$ cat config.mk
export PLATFORM = sky130hd
export DESIGN_NAME = top
export DESIGN_NICKNAME = d
export VERILOG_FILES = /design/src/rtl/rs232_pkg.sv /design/src/rtl/uart_rx.sv /design/src/rtl/top.sv
export SDC_FILE = /design/constraint.sdc
export NUM_CORES = 1
export LEC_CHECK = 0
export BUFFER_PORTS_ARGS = -buffer_cell sky130_fd_sc_hd__buf_2
export CAP_MARGIN = 20
export CORE_MARGIN = 8
export CORE_UTILIZATION = 48
export CTS_CLUSTER_SIZE = 20
export DETAILED_ROUTE_END_ITERATION = 10
export GPL_TIMING_DRIVEN = 0
export PLACE_DENSITY = 0.75
export SKIP_LAST_GASP = 1
export SYNTH_ARGS = -nofsm -noshare
export SYNTH_HDL_FRONTEND = slang
export SYNTH_HIERARCHICAL = 1
export SYNTH_SLANG_ARGS = --single-unit
export TNS_END_PERCENT = 10
$ cat constraint.sdc
create_clock -name clk -period 2.5 [get_ports clk]
set_input_delay 0.125 -clock clk [delete_from_list [all_inputs] [get_ports clk]]
set_output_delay 0.125 -clock clk [all_outputs]
set_load 0.005 [all_outputs]
$ cat src/rtl/rs232_pkg.sv
// Shared constants and FSM state types for the RS-232 LED demo.
// Contents:
//   CLK_HZ, BAUD  default board clock and serial rate
//   PERIOD, HALF  clocks per bit and per half bit at the default rate
//   CNT_W         width of the bit-timing down counters
//   ASCII_1/5     first/last command characters
//   rx_state_t, tx_state_t  receiver / transmitter FSM states
package rs232_pkg;

  localparam int CLK_HZ = 12000000;
  localparam int BAUD   = 9600;
  localparam int PERIOD = CLK_HZ / BAUD;
  localparam int HALF   = PERIOD / 2;
  localparam int CNT_W  = 11;

  localparam logic [7:0] ASCII_1 = 8'h31;
  localparam logic [7:0] ASCII_5 = 8'h35;

  typedef enum logic [2:0] {
    RX_IDLE      = 3'd0,
    RX_START     = 3'd1,
    RX_DATA      = 3'd2,
    RX_STOP      = 3'd3,
    RX_WAIT_HIGH = 3'd4
  } rx_state_t;

  typedef enum logic [1:0] {
    TX_IDLE  = 2'd0,
    TX_START = 2'd1,
    TX_DATA  = 2'd2,
    TX_STOP  = 2'd3
  } tx_state_t;

endpackage

$ cat src/rtl/uart_rx.sv
// 8N1 serial receiver: 2-FF synchronizer on the line plus a bit-timing FSM.
// Ports:
//   clk       system clock
//   resetn    asynchronous active-low reset
//   rx        raw serial line, idle high, asynchronous to clk
//   rx_data   last correctly framed byte (held until the next one)
//   rx_valid  one-clock strobe marking a new rx_data
// rx_valid is a strobe with no back-pressure: the consumer must act on the
// cycle it is high, because the byte is announced exactly once.
module uart_rx import rs232_pkg::*; #(
  parameter int BIT_CLKS  = PERIOD,
  parameter int HALF_CLKS = HALF
) (
  input  logic       clk,
  input  logic       resetn,
  input  logic       rx,
  output logic [7:0] rx_data,
  output logic       rx_valid
);

  localparam logic [CNT_W-1:0] BIT_LOAD  = CNT_W'(BIT_CLKS - 1);
  localparam logic [CNT_W-1:0] HALF_LOAD = CNT_W'(HALF_CLKS - 1);

  logic             rx_meta;
  logic             rxs;
  rx_state_t        state;
  logic [CNT_W-1:0] cnt;
  logic [2:0]       idx;
  logic [7:0]       shreg;
  logic             expired;

  assign expired = (cnt == '0);

  // Synchronizer resets to the idle level so reset release never looks
  // like a start bit.
  always_ff @(posedge clk or negedge resetn) begin
    if (!resetn) begin
      rx_meta <= 1'b1;
      rxs     <= 1'b1;
    end else begin
      rx_meta <= rx;
      rxs     <= rx_meta;
    end
  end

  // The half-bit delay in START puts every later sample at mid-bit.
  // Returning to IDLE at mid-stop-bit leaves half a bit to catch the
  // next start edge of a back-to-back frame.
  always_ff @(posedge clk or negedge resetn) begin
    if (!resetn) begin
      state    <= RX_IDLE;
      cnt      <= '0;
      idx      <= '0;
      shreg    <= '0;
      rx_data  <= '0;
      rx_valid <= 1'b0;
    end else begin
      rx_valid <= 1'b0;
      case (state)
        RX_IDLE: begin
          if (!rxs) begin
            state <= RX_START;
            cnt   <= HALF_LOAD;
          end
        end
        RX_START: begin
          if (!expired) begin
            cnt <= cnt - 1'b1;
          end else if (!rxs) begin
            state <= RX_DATA;
            idx   <= '0;
            cnt   <= BIT_LOAD;
          end else begin
            state <= RX_IDLE;  // line went back high: glitch, not a start bit
          end
        end
        RX_DATA: begin
          if (!expired) begin
            cnt <= cnt - 1'b1;
          end else begin
            shreg[idx] <= rxs;
            idx        <= idx + 1'b1;
            cnt        <= BIT_LOAD;
            if (idx == 3'd7) state <= RX_STOP;
          end
        end
        RX_STOP: begin
          if (!expired) begin
            cnt <= cnt - 1'b1;
          end else if (rxs) begin
            rx_data  <= shreg;
            rx_valid <= 1'b1;
            state    <= RX_IDLE;
          end else begin
            state <= RX_WAIT_HIGH;  // framing error: byte dropped
          end
        end
        RX_WAIT_HIGH: begin
          if (rxs) state <= RX_IDLE;
        end
        default: state <= RX_IDLE;
      endcase
    end
  end

endmodule

$ cat src/rtl/top.sv
// RS-232 LED demo chip top: bytes '1'..'5' toggle LED1..LED5 and every
// correctly framed byte is echoed back on TX.
// Ports:
//   clk        system clock (12 MHz on the board)
//   resetn     asynchronous active-low reset
//   RX         serial input, idle high
//   TX         serial output, idle high, driven straight from a flop
//   LED1..LED5 registered LED states, reset pattern 1,0,1,0,1
module top import rs232_pkg::*; #(
  parameter int CLK_HZ = rs232_pkg::CLK_HZ,
  parameter int BAUD   = rs232_pkg::BAUD
) (
  input  logic clk,
  input  logic resetn,
  input  logic RX,
  output logic TX,
  output logic LED1,
  output logic LED2,
  output logic LED3,
  output logic LED4,
  output logic LED5
);

  localparam int BIT_CLKS  = CLK_HZ / BAUD;
  localparam int HALF_CLKS = BIT_CLKS / 2;
  localparam logic [CNT_W-1:0] BIT_LOAD = CNT_W'(BIT_CLKS - 1);

  logic [7:0]       rx_data;
  logic             rx_valid;
  logic [4:0]       led;
  logic [4:0]       led_toggle;
  tx_state_t        tx_state;
  logic [CNT_W-1:0] tx_cnt;
  logic [2:0]       tx_idx;
  logic [7:0]       tx_shreg;
  logic             tx_reg;
  logic             tx_expired;
  logic             tx_accept;

  uart_rx #(
    .BIT_CLKS  (BIT_CLKS),
    .HALF_CLKS (HALF_CLKS)
  ) u_rx (
    .clk      (clk),
    .resetn   (resetn),
    .rx       (RX),
    .rx_data  (rx_data),
    .rx_valid (rx_valid)
  );

  // Command decode: one toggle bit per LED, only on the strobe cycle.
  always_comb begin
    led_toggle = '0;
    for (int i = 0; i < 5; i++) begin
      if (rx_valid && (rx_data == ASCII_1 + 8'(i))) led_toggle[i] = 1'b1;
    end
  end

  always_ff @(posedge clk or negedge resetn) begin
    if (!resetn) led <= 5'b10101;
    else         led <= led ^ led_toggle;
  end

  assign LED1 = led[0];
  assign LED2 = led[1];
  assign LED3 = led[2];
  assign LED4 = led[3];
  assign LED5 = led[4];

  // A new echo is taken when idle, or on the very last clock of a stop bit
  // so that exactly back-to-back frames never lose their echo; in both
  // cases every bit still lasts BIT_CLKS clocks. Otherwise the echo drops.
  assign tx_expired = (tx_cnt == '0);
  assign tx_accept  = rx_valid &&
                      ((tx_state == TX_IDLE) || ((tx_state == TX_STOP) && tx_expired));

  always_ff @(posedge clk or negedge resetn) begin
    if (!resetn) begin
      tx_state <= TX_IDLE;
      tx_cnt   <= '0;
      tx_idx   <= '0;
      tx_shreg <= '0;
      tx_reg   <= 1'b1;
    end else if (tx_accept) begin
      tx_state <= TX_START;
      tx_shreg <= rx_data;
      tx_cnt   <= BIT_LOAD;
      tx_reg   <= 1'b0;
    end else begin
      case (tx_state)
        TX_START: begin
          if (!tx_expired) begin
            tx_cnt <= tx_cnt - 1'b1;
          end else begin
            tx_state <= TX_DATA;
            tx_idx   <= '0;
            tx_cnt   <= BIT_LOAD;
            tx_reg   <= tx_shreg[0];
          end
        end
        TX_DATA: begin
          if (!tx_expired) begin
            tx_cnt <= tx_cnt - 1'b1;
          end else begin
            tx_cnt <= BIT_LOAD;
            if (tx_idx == 3'd7) begin
              tx_state <= TX_STOP;
              tx_reg   <= 1'b1;
            end else begin
              // Shift right so the next data bit is always at [1] now, [0] next.
              tx_idx   <= tx_idx + 1'b1;
              tx_shreg <= tx_shreg >> 1;
              tx_reg   <= tx_shreg[1];
            end
          end
        end
        TX_STOP: begin
          if (!tx_expired) tx_cnt <= tx_cnt - 1'b1;
          else             tx_state <= TX_IDLE;
        end
        default: ;
      endcase
    end
  end

  assign TX = tx_reg;

endmodule

==> results of run 1 <==
sequential cells by signal, summed over array words and instances, names as in the netlist:
| name | flops |
|---|---|
| TX | 1 |
| led | 5 |
| tx_cnt | 11 |
| tx_idx | 3 |
| tx_shreg | 8 |
| tx_state | 2 |
| u_rx/cnt | 11 |
| u_rx/idx | 3 |
| u_rx/rx_data | 8 |
| u_rx/rx_meta | 1 |
| u_rx/rx_valid | 1 |
| u_rx/rxs | 1 |
| u_rx/shreg | 8 |
| u_rx/state | 3 |
path summary, 6_finish.rpt:
path | cells past startpoint | to | slack (ns)
min in group asynchronous | 2 | tx_cnt[3] | 0.42
setup / recovery | 7 | u_rx/shreg[4] | 0.06
max in group asynchronous | 2 | u_rx/cnt[0] | 1.49
setup reg to reg | 7 | u_rx/shreg[4] | 0.06
hold / removal | 0 | u_rx/rxs | 0.37
hold reg to reg | 0 | u_rx/rxs | 0.37
logic make-up after synthesis:
family,count (synthesis),share of synthesized area
adder cells (fa/ha/maj),11,0.0382
AND/OR/NAND/NOR,126,0.208
buffers and inverters,27,0.0323
AO/OA/AOI/OAI,87,0.168
XOR/XNOR,6,0.0146
multiplexers,26,0.0782
flip-flops,66,0.461
critical path: stages, from the launching register on:
cell,delay (ns)
dfrtp_2,0.43
or4_1,0.54
buf_4,0.20
nor4_4,0.28
and2_4,0.19
buf_4,0.15
and4bb_2,0.23
mux2_2,0.33
routing by layer:
metal / track usage / vias to the layer above
li1: - / 1365
met1: 0.191 / 1387
met2: 0.236 / 70
met3: 0.0439 / 12
met4: 0.0632 / 0
met5: 0 / -
layout make-up:
cell class / instances / area [um2] / share of cell area
flip-flops and latches: 66 / 1660 / 0.408
clock inverters: 7 / 93.8 / 0.0231
inverters: 10 / 37.5 / 0.00923
clock buffers: 9 / 124 / 0.0304
multi-input cells: 256 / 1870 / 0.458
plain buffers: 16 / 77.6 / 0.0191
repair buffers: 13 / 85.1 / 0.0209
well taps: 99 / 124 / 0.0304
power breakdown:
part | total (uW) | internal, uW | leakage, uW | switching, uW
clock network | 973 | 559 | 0.000105 | 414
logic | 30.8 | 5.33 | 0.000908 | 25.4
registers | 1070 | 1070 | 0.000888 | 0.958
synthesized netlist by cell type (all sizes together) (2+ instances only):
master  number  area share
a311oi       3      0.0073
nand4b       3      0.0073
mux2        17       0.053
o32ai        2      0.0049
nand2       16       0.017
nand4        4      0.0070
and2         3      0.0052
nor3         8       0.011
nor4b        3      0.0073
or3         11       0.021
o311ai       2      0.0049
xor2         5       0.012
nor3b        2      0.0042
clkbuf      12       0.013
mux2i        9       0.025
o21ai       27       0.038
buf          5      0.0094
nor4bb       2      0.0056
nand3       19       0.026
o21a         2      0.0042
a22o         3      0.0073
nor2b        3      0.0052
nand2b       3      0.0052
o41ai        4       0.014
ha          11       0.038
a31oi        4      0.0070
nor4         7       0.018
dfrtp       60        0.42
or2          7       0.012
o31ai        4      0.0083
or3b         2      0.0049
inv         10       0.010
nor2        21       0.022
or4          8       0.019
a211oi       5       0.012
dfstp        6       0.044
a21oi       16       0.022
a21o         3      0.0063
stage by stage:
step	std cells	hold slack, ns	setup WS [ns]
2_1_floorplan	349	-0.171	0.194
3_3_place_gp	456	0.232	-0.0210
3_5_place_dp	456	0.236	-0.0652
4_1_cts	474	0.365	-0.0251
5_1_grt	476	0.373	-0.0241
6_report	476	0.370	0.0551
timing repair:
action	4_1_cts	5_1_grt
endpoints found under the setup margin	3	41
gates resized for setup	2	9
pin swaps	0	0
setup buffers	0	3
hold endpoints to repair	61	0
hold buffers	2	0
==> metrics.txt, run 1 <==
fillcell total 629; hold path start u_rx/rx_meta; Chip Width 103 um; CTS sink cnt 66; placed cell area 3760 um2; Final Hold Viols 0; crit start category flop; WP data required 2.73 ns; first-pass GRT wire length 12.7 mm; CTS tree built; Post-synth EDFFs 0; synthesized cell area 3600 um2; GRT Total Usage 0.151; Top FF cell, synth dfrtp_1; final core utilization 0.561; largest net degree at the start of global routing 67; WL per Instance 15.8 um; initial antenna violation count 0; total chip power 2070 uW; Final min period 2.44 ns; setup TNS 0 ns; commonest non-fill, non-tap cell in the layout dfrtp_1; Mapped Cells 349; outcome finished clean; yosys warns 6; unrepaired setup endpoints after global routing true; most frequent cells in the layout 58 x dfrtp_1, 26 x o21ai_0, 21 x nor2_1; Met3 Wirelength 313 um; GPL Wtd Cong 0.855; clock slew at reported path FFs 0.08 ns; Rows 31; clk_skew 0.0113 ns; Core ar. 7250 um2; hpwl dp 4.98 mm; layout cells sized above 1 0.215; total I/O pin count 9; First DRT Iteration DRCs 149; post-route design area 4070 um2; max cap viols 0; Crit Path Max Fanout 10; antenna viol nets, final 0; mean number of vias per cell 5.95; crit end category flop; GRT overflow 0; Achievable Freq 409 MHz; ys async rst share 1.00; Worst-Margin Slew 0.832 ns; antenna cell count 0; count of cell types in the netlist 66; clk buf depth 2; Post-Route WL 7.54 mm; htree depth 3; Die Footprint 10500 um2; CTS Buf Count 9; final setup fails 0; Nets 386; WL met2 3.71 mm; vias 2834; #FFs+latches synth 66; max layer used met4; # DRC 0; Relative slew margins 0.445; vias in the first global route 2731; P&R area growth vs syn 13.1%; IO Port Bufs 8; Crit. Startpoint u_rx/cnt[6]; Tightest Hold Check Type reg2reg; Arrival @ worst endpoint 2.67 ns; DRT met1 WL 3.42 mm; Final Max Slew Viols 0; DRT Pass-1 Iters 5; Pleak 0.00190 uW; clk root buf clkbuf_8; PD cells 510 nW/um2; Max VDD drop 0.333 mV; sequential cell area fraction in the yosys report 0.461; clock latency on the worst-skew pair 0.34 ns; Worst R2R Start u_rx/cnt[6]; Avg Cell Area, Syn 10.3 um2; WS Path Type reg2reg; die height 103 um; Syn Nets 363; initial cell density of the core 0.496; Tcrit/Tclk final 0.978
No activity file was read; power rests on OpenSTA's default activity.
==> inputs of run 2 (changes only) <==
Settings changed: CORE_ASPECT_RATIO from default to 1.2.
==> metrics.txt, run 2 (synthesis gave the netlist of run 1 again) <==
first-pass GRT wire length 12.8 mm (+0.87%); Nets 384 (-0.52%); CP cell instances inv_1 -> ha_1 -> or3b_1 -> nor4_1 -> and2_1 -> buf_4 -> and4bb_2 -> mux2_2; P&R area growth vs syn 11.0%; clk buf depth 2 (unchanged); DRT Pass-1 Iters 4 (-1); Final WS setup -0.105 ns (-0.160 ns); CTS tree built; placed cell area 3750 um2 (-0.30%); Post-Route WL 7.26 mm (-3.8%); WP data required 2.74 ns (about the same); initial antenna violation count 0 (unchanged); Hold WS 0.359 ns (-0.0107 ns); crit-path max cell delay 0.47 ns (-0.07 ns); vias in the first global route 2798 (+2.5%); Pleak 0.00189 uW (-0.75%); antenna cell count 0 (unchanged); R2R Setup Slk -0.11 ns (-0.16 ns); PD cells 507 nW/um2 (-0.62%); Achievable Freq 384 MHz (-6.2%); CTS sink cnt 66 (unchanged); Rows 34 (+9.7%); clk root buf clkbuf_8; Tcrit/Tclk final 1.04 (+0.0642); final setup fails 2 (+2); clk_skew 0.00976 ns (-0.00158 ns); Final min period 2.61 ns (+0.160 ns); GPL Wtd Cong 0.869 (+1.6%); IO Port Bufs 8 (unchanged); Arrival @ worst endpoint 2.84 ns (+0.17 ns); crit start category flop; Setup Slack @ Placement -0.0509 ns (+0.0143 ns); clock slew at reported path FFs 0.08 ns (about the same); Core ar. 7270 um2 (+0.29%); commonest non-fill, non-tap cell in the layout dfrtp_1; First DRT Iteration DRCs 108 (-28%); htree depth 3 (unchanged); Max VDD drop 0.344 mV (+3.2%); Worst path slowest cell or3b_1; Die Footprint 10500 um2 (+0.10%); most frequent cells in the layout 60 x dfrtp_1, 26 x o21ai_0, 21 x nor2_1; hpwl dp 4.97 mm (-0.18%); Tightest Hold Check Type reg2reg; # DRC 0 (unchanged); unrepaired setup endpoints after global routing true; outcome complete, but fails checks; mean number of vias per cell 6.08 (+2.1%); WS Path Type reg2reg; Crit Path Max Fanout 10 (unchanged); Relative slew margins 0.455 (+0.00925); biggest regs tx_cnt (11), u_rx/cnt (11); vias 2828 (-0.21%); layout cells sized above 1 0.195 (-0.0202); WL per Instance 15.6 um (-1.5%); largest net degree at the start of global routing 67 (unchanged); antenna viol nets, final 0 (unchanged); die height 111 um (+8.1%); setup TNS -0.122 ns (-0.122 ns); total I/O pin count 9 (unchanged); Final Max Slew Viols 0 (unchanged); clock latency on the worst-skew pair 0.35 ns (about the same); CTS Buf Count 9 (unchanged); Chip Width 95.0 um (-7.4%); Final Hold Viols 0 (unchanged); failing checks setup timing; initial cell density of the core 0.495 (-0.00145); post-route design area 4000 um2 (-1.8%); Worst-Margin Slew 0.818 ns (-0.0139 ns); GRT Total Usage 0.147 (-0.00358); GRT overflow 0 (unchanged); max cap viols 0 (unchanged); crit end category flop
==> run 2: changes by cell type in the layout (fill, tap and decap cells not counted), sizes merged <==
cell / before / now
bufinv: 2 / 1
inv: 10 / 12
buf: 16 / 14
clkinvlp: 2 / 1
==> run 2: cell type report <==
type	count	area [um2]
inverters	10	37.5
clock buffers	9	124
fillers	642	3280
plain buffers	16	75.1
multi-input cells	256	1840
repair buffers	11	70.1
clock inverters	7	77.6
well taps	90	113
flip-flops and latches	66	1660
==> run 2: through the flow <==
stage	total power (uW)	util	cells
after global routing	2100	0.549	465
final	2020	0.549	465
after CTS	2050	0.546	465
after floorplan	1100	-	349
after global placement	1120	0.516	447
after detailed placement	1120	0.516	447
==> run 2: layer usage <==
layer | track usage | wire length (um) | vias to the layer above
li1 | - | - | 1366
met1 | 0.176 | 3330 | 1414
met2 | 0.245 | 3620 | 37
met3 | 0.0339 | 205 | 11
met4 | 0.0605 | 107 | 0
met5 | 0 | 0 | -
==> run 2: path summary, 6_finish.rpt <==
path                              startpoint             to  cells past startpoint
worst min-delay path            u_rx/rx_meta       u_rx/rxs                      0
worst min register to register  u_rx/rx_meta       u_rx/rxs                      0
worst max-delay path             u_rx/cnt[0]  u_rx/shreg[4]                      8
max in group asynchronous             resetn    u_rx/cnt[2]                      2
worst max register to register   u_rx/cnt[0]  u_rx/shreg[4]                      8
min in group asynchronous             resetn      tx_idx[2]                      2
==> run 2: report_power, final <==
part	switching, uW	leakage, uW	internal, uW
clock network	454	0.000100	469
logic	25.1	0.000897	5.33
registers	1.13	0.000890	1070
==> run 2: repair_timing <==
item	4_1_cts	5_1_grt
hold endpoints to repair	61	0
setup endpoints to repair	4	38
resized for setup	0	2
buffers inserted	0	1
hold buffers	2	0
==> run 2: critical path: cells and delay by family, from the launching register on <==
family | cells | cell delay, ns
adder cells (fa/ha/maj) | 1 | 0.16
buffers and inverters | 2 | 0.29
flip-flops | 1 | 0.44
multiplexers | 1 | 0.32
AND/OR/NAND/NOR | 4 | 1.28
==> inputs of run 3 (changes only) <==
Settings changed: ABC_AREA from default to 1.
==> metrics.txt, run 3 <==
biggest area consumer among synthesized cells dfrtp_1; Mapped Cells 485 (+39%); crit end category flop; largest net degree at the start of global routing 67 (unchanged); initial antenna violation count 0 (unchanged); first-pass GRT wire length 13.9 mm (+9.1%); mean number of vias per cell 5.22 (-14%); Top FF cell, synth dfrtp_1; Synth area leaders dfrtp_1 40%, nand2_1 13%, nand3_1 7.5%; Relative slew margins 0.451 (-0.00318); Post-CTS Setup Bufs 0 (unchanged); CTS Buf Count 9 (unchanged); hpwl dp 5.66 mm (+14%); unrepaired setup endpoints after global routing false; vias in the first global route 3101 (+11%); clock slew at reported path FFs 0.07 ns (about the same); Compound-Gate Fraction of Synth Area 0.0813 (-0.0862); Rows 35 (+2.9%); count of cell types in the netlist 37 (-44%); layout cells sized above 1 0.151 (-0.0440); Tightest Hold Check Type reg2reg; biggest regs tx_cnt (11), u_rx/cnt (11); commonest non-fill, non-tap cell in the layout nand2_1; Pleak 0.00216 uW (+14%); synthesized cell area 3780 um2 (+5.1%); setup TNS 0 ns (+0.122 ns); crit start category flop; # DRC 0 (unchanged); Worst-Margin Slew 0.823 ns (+0.00476 ns); final setup fails 0 (-2); clk buf depth 2 (unchanged); max cap viols 0 (unchanged); top cell type's share of synthesized area 0.397 (-0.0204); Final Hold Viols 0 (unchanged); Nets 520 (+35%); Core ar. 7660 um2 (+5.3%); Crit Path Max Fanout 8 (-2); Arrival @ worst endpoint 2.07 ns (-0.77 ns); mux share of post-synthesis cell area 0 (-0.0782); Synth Area in Adders 0.0364 (-0.00187); total chip power 2010 uW (-0.60%); P&R area growth vs syn 9.99%; antenna cell count 0 (unchanged); Final min period 1.85 ns (-0.758 ns); clk root buf clkbuf_8; largest family of logic cells by synthesized area simple AND/OR/NAND/NOR gates; htree depth 3 (unchanged); CTS sink cnt 66 (unchanged); GPL Wtd Cong 0.902 (+3.8%); WS Path Type reg2reg; yosys warns 6 (unchanged); PD cells 484 nW/um2 (-4.6%); most common cell in the netlist nand2_1; post-CTS sizing 0 (unchanged); GRT overflow 0 (unchanged); #FFs+latches synth 66 (unchanged); most frequent cells in the layout 131 x nand2_1, 60 x dfrtp_1, 58 x inv_1; ys async rst share 1.00 (unchanged); Post-CTS Hold Buffers 2 (unchanged); First DRT Iteration DRCs 132 (+22%); DRT Pass-1 Iters 4 (unchanged); GRT Total Usage 0.151 (+0.00352); clk_skew 0.0130 ns (+0.00323 ns); WL per Instance 12.9 um (-18%); sequential cell area fraction in the yosys report 0.438 (-0.0226); Post-Route WL 7.75 mm (+6.8%); clock latency on the worst-skew pair 0.34 ns (about the same); Die Footprint 11000 um2 (+4.3%); CTS tree built; fillcell total 704 (+9.7%); total I/O pin count 9 (unchanged); Chip Width 97.1 um (+2.1%); Max VDD drop 0.332 mV (-3.5%); Post-synth EDFFs 0 (unchanged); die height 113 um (+2.2%); initial cell density of the core 0.494 (-0.000954); Post-Synth XOR/XNOR Area 0.0278 (+0.0132); WP data required 2.72 ns (-0.02 ns); Finished Layout Cells 603 (+30%); Achievable Freq 541 MHz (+41%); outcome finished clean; Tcrit/Tclk final 0.739 (-0.303); antenna viol nets, final 0 (unchanged); vias 3145 (+11%); Syn Nets 499 (+37%); Final Max Slew Viols 0 (unchanged); DP Cell Count 585 (+31%); Synth Area in Simple Gates 0.335 (+0.127); Avg Cell Area, Syn 7.80 um2 (-24%); commonest cells in the netlist 131 x nand2_1, 60 x dfrtp_1, 58 x inv_1, 57 x nand3_1, 36 x nor2_1; IO Port Bufs 8 (unchanged)
## run 3: changes by cell type in the layout (fill, tap and decap cells not counted), sizes merged, moves of 5 or more
cell	before	now
nor4	7	0
a211oi	5	0
o21ai	27	36
nor2	21	50
nand2	16	140
or2	7	1
clkbuf	20	14
or3	11	0
xnor2	1	6
nand3	19	62
or4	8	0
mux2	17	0
inv	12	66
mux2i	9	0
## run 3: path summary, 6_finish.rpt
path                          endpoint  cells after the start  slack, ns    startpoint
min reg2reg                   u_rx/rxs                      0       0.36  u_rx/rx_meta
max reg2reg                tx_shreg[0]                      9       0.65     tx_cnt[0]
min in group asynchronous    tx_cnt[1]                      2       0.42        resetn
min                           u_rx/rxs                      0       0.36  u_rx/rx_meta
max in group asynchronous    tx_cnt[5]                      2       1.55        resetn
max                        tx_shreg[0]                      9       0.65     tx_cnt[0]
## run 3: cell families (layout without fill, tap and decap cells)
logic type,after synthesis,in the layout
flops,66,66
fa+ha+maj,11,11
buf+inv,72,98
simple gates,269,269
xor+xnor,12,12
compound gates,55,55
## run 3: power by group
part	internal [uW]	leakage (uW)	total (uW)	switching, uW
Combinational	5.32	0.00117	31.3	26.0
Sequential	1070	0.000890	1070	1.01
Clock	517	0.0000969	909	393
Total	1590	0.00216	2010	420
## run 3: layout make-up
type	count	area (um2)	area share
multi-input combinational	347	1820	0.437
sequential	66	1660	0.399
inverter	66	250	0.0601
clock buffer	14	163	0.0391
tap	92	115	0.0277
timing repair buffer	10	62.6	0.0150
buffer	6	57.6	0.0138
clock inverter	2	37.5	0.00902
## run 3: per-layer routing
metal / track usage / part of all wire
met3: 0.0225 / 0.017
met5: 0 / 0
met4: 0.0647 / 0.017
met1: 0.162 / 0.44
met2: 0.285 / 0.53
## run 3: metrics by stage
step           utilization  worst slack, ns  area [um2]  hold WS [ns]
2_1_floorplan            -            0.908        3780        -0.171
3_3_place_gp         0.514            0.692        3940         0.231
3_5_place_dp         0.514            0.669        3940         0.232
4_1_cts              0.543            0.662        4160         0.358
5_1_grt              0.543            0.450        4160         0.359
6_report             0.543            0.653        4160         0.358
## run 3: critical path, stage by stage (launching register included)
cell     delay (ns)
dfrtp_1        0.42
inv_1          0.12
ha_1           0.22
nand2_1        0.07
nor2_1         0.15
nand3_2        0.22
nor2_4         0.25
inv_2          0.12
nand3_1        0.10
nand3_1        0.07
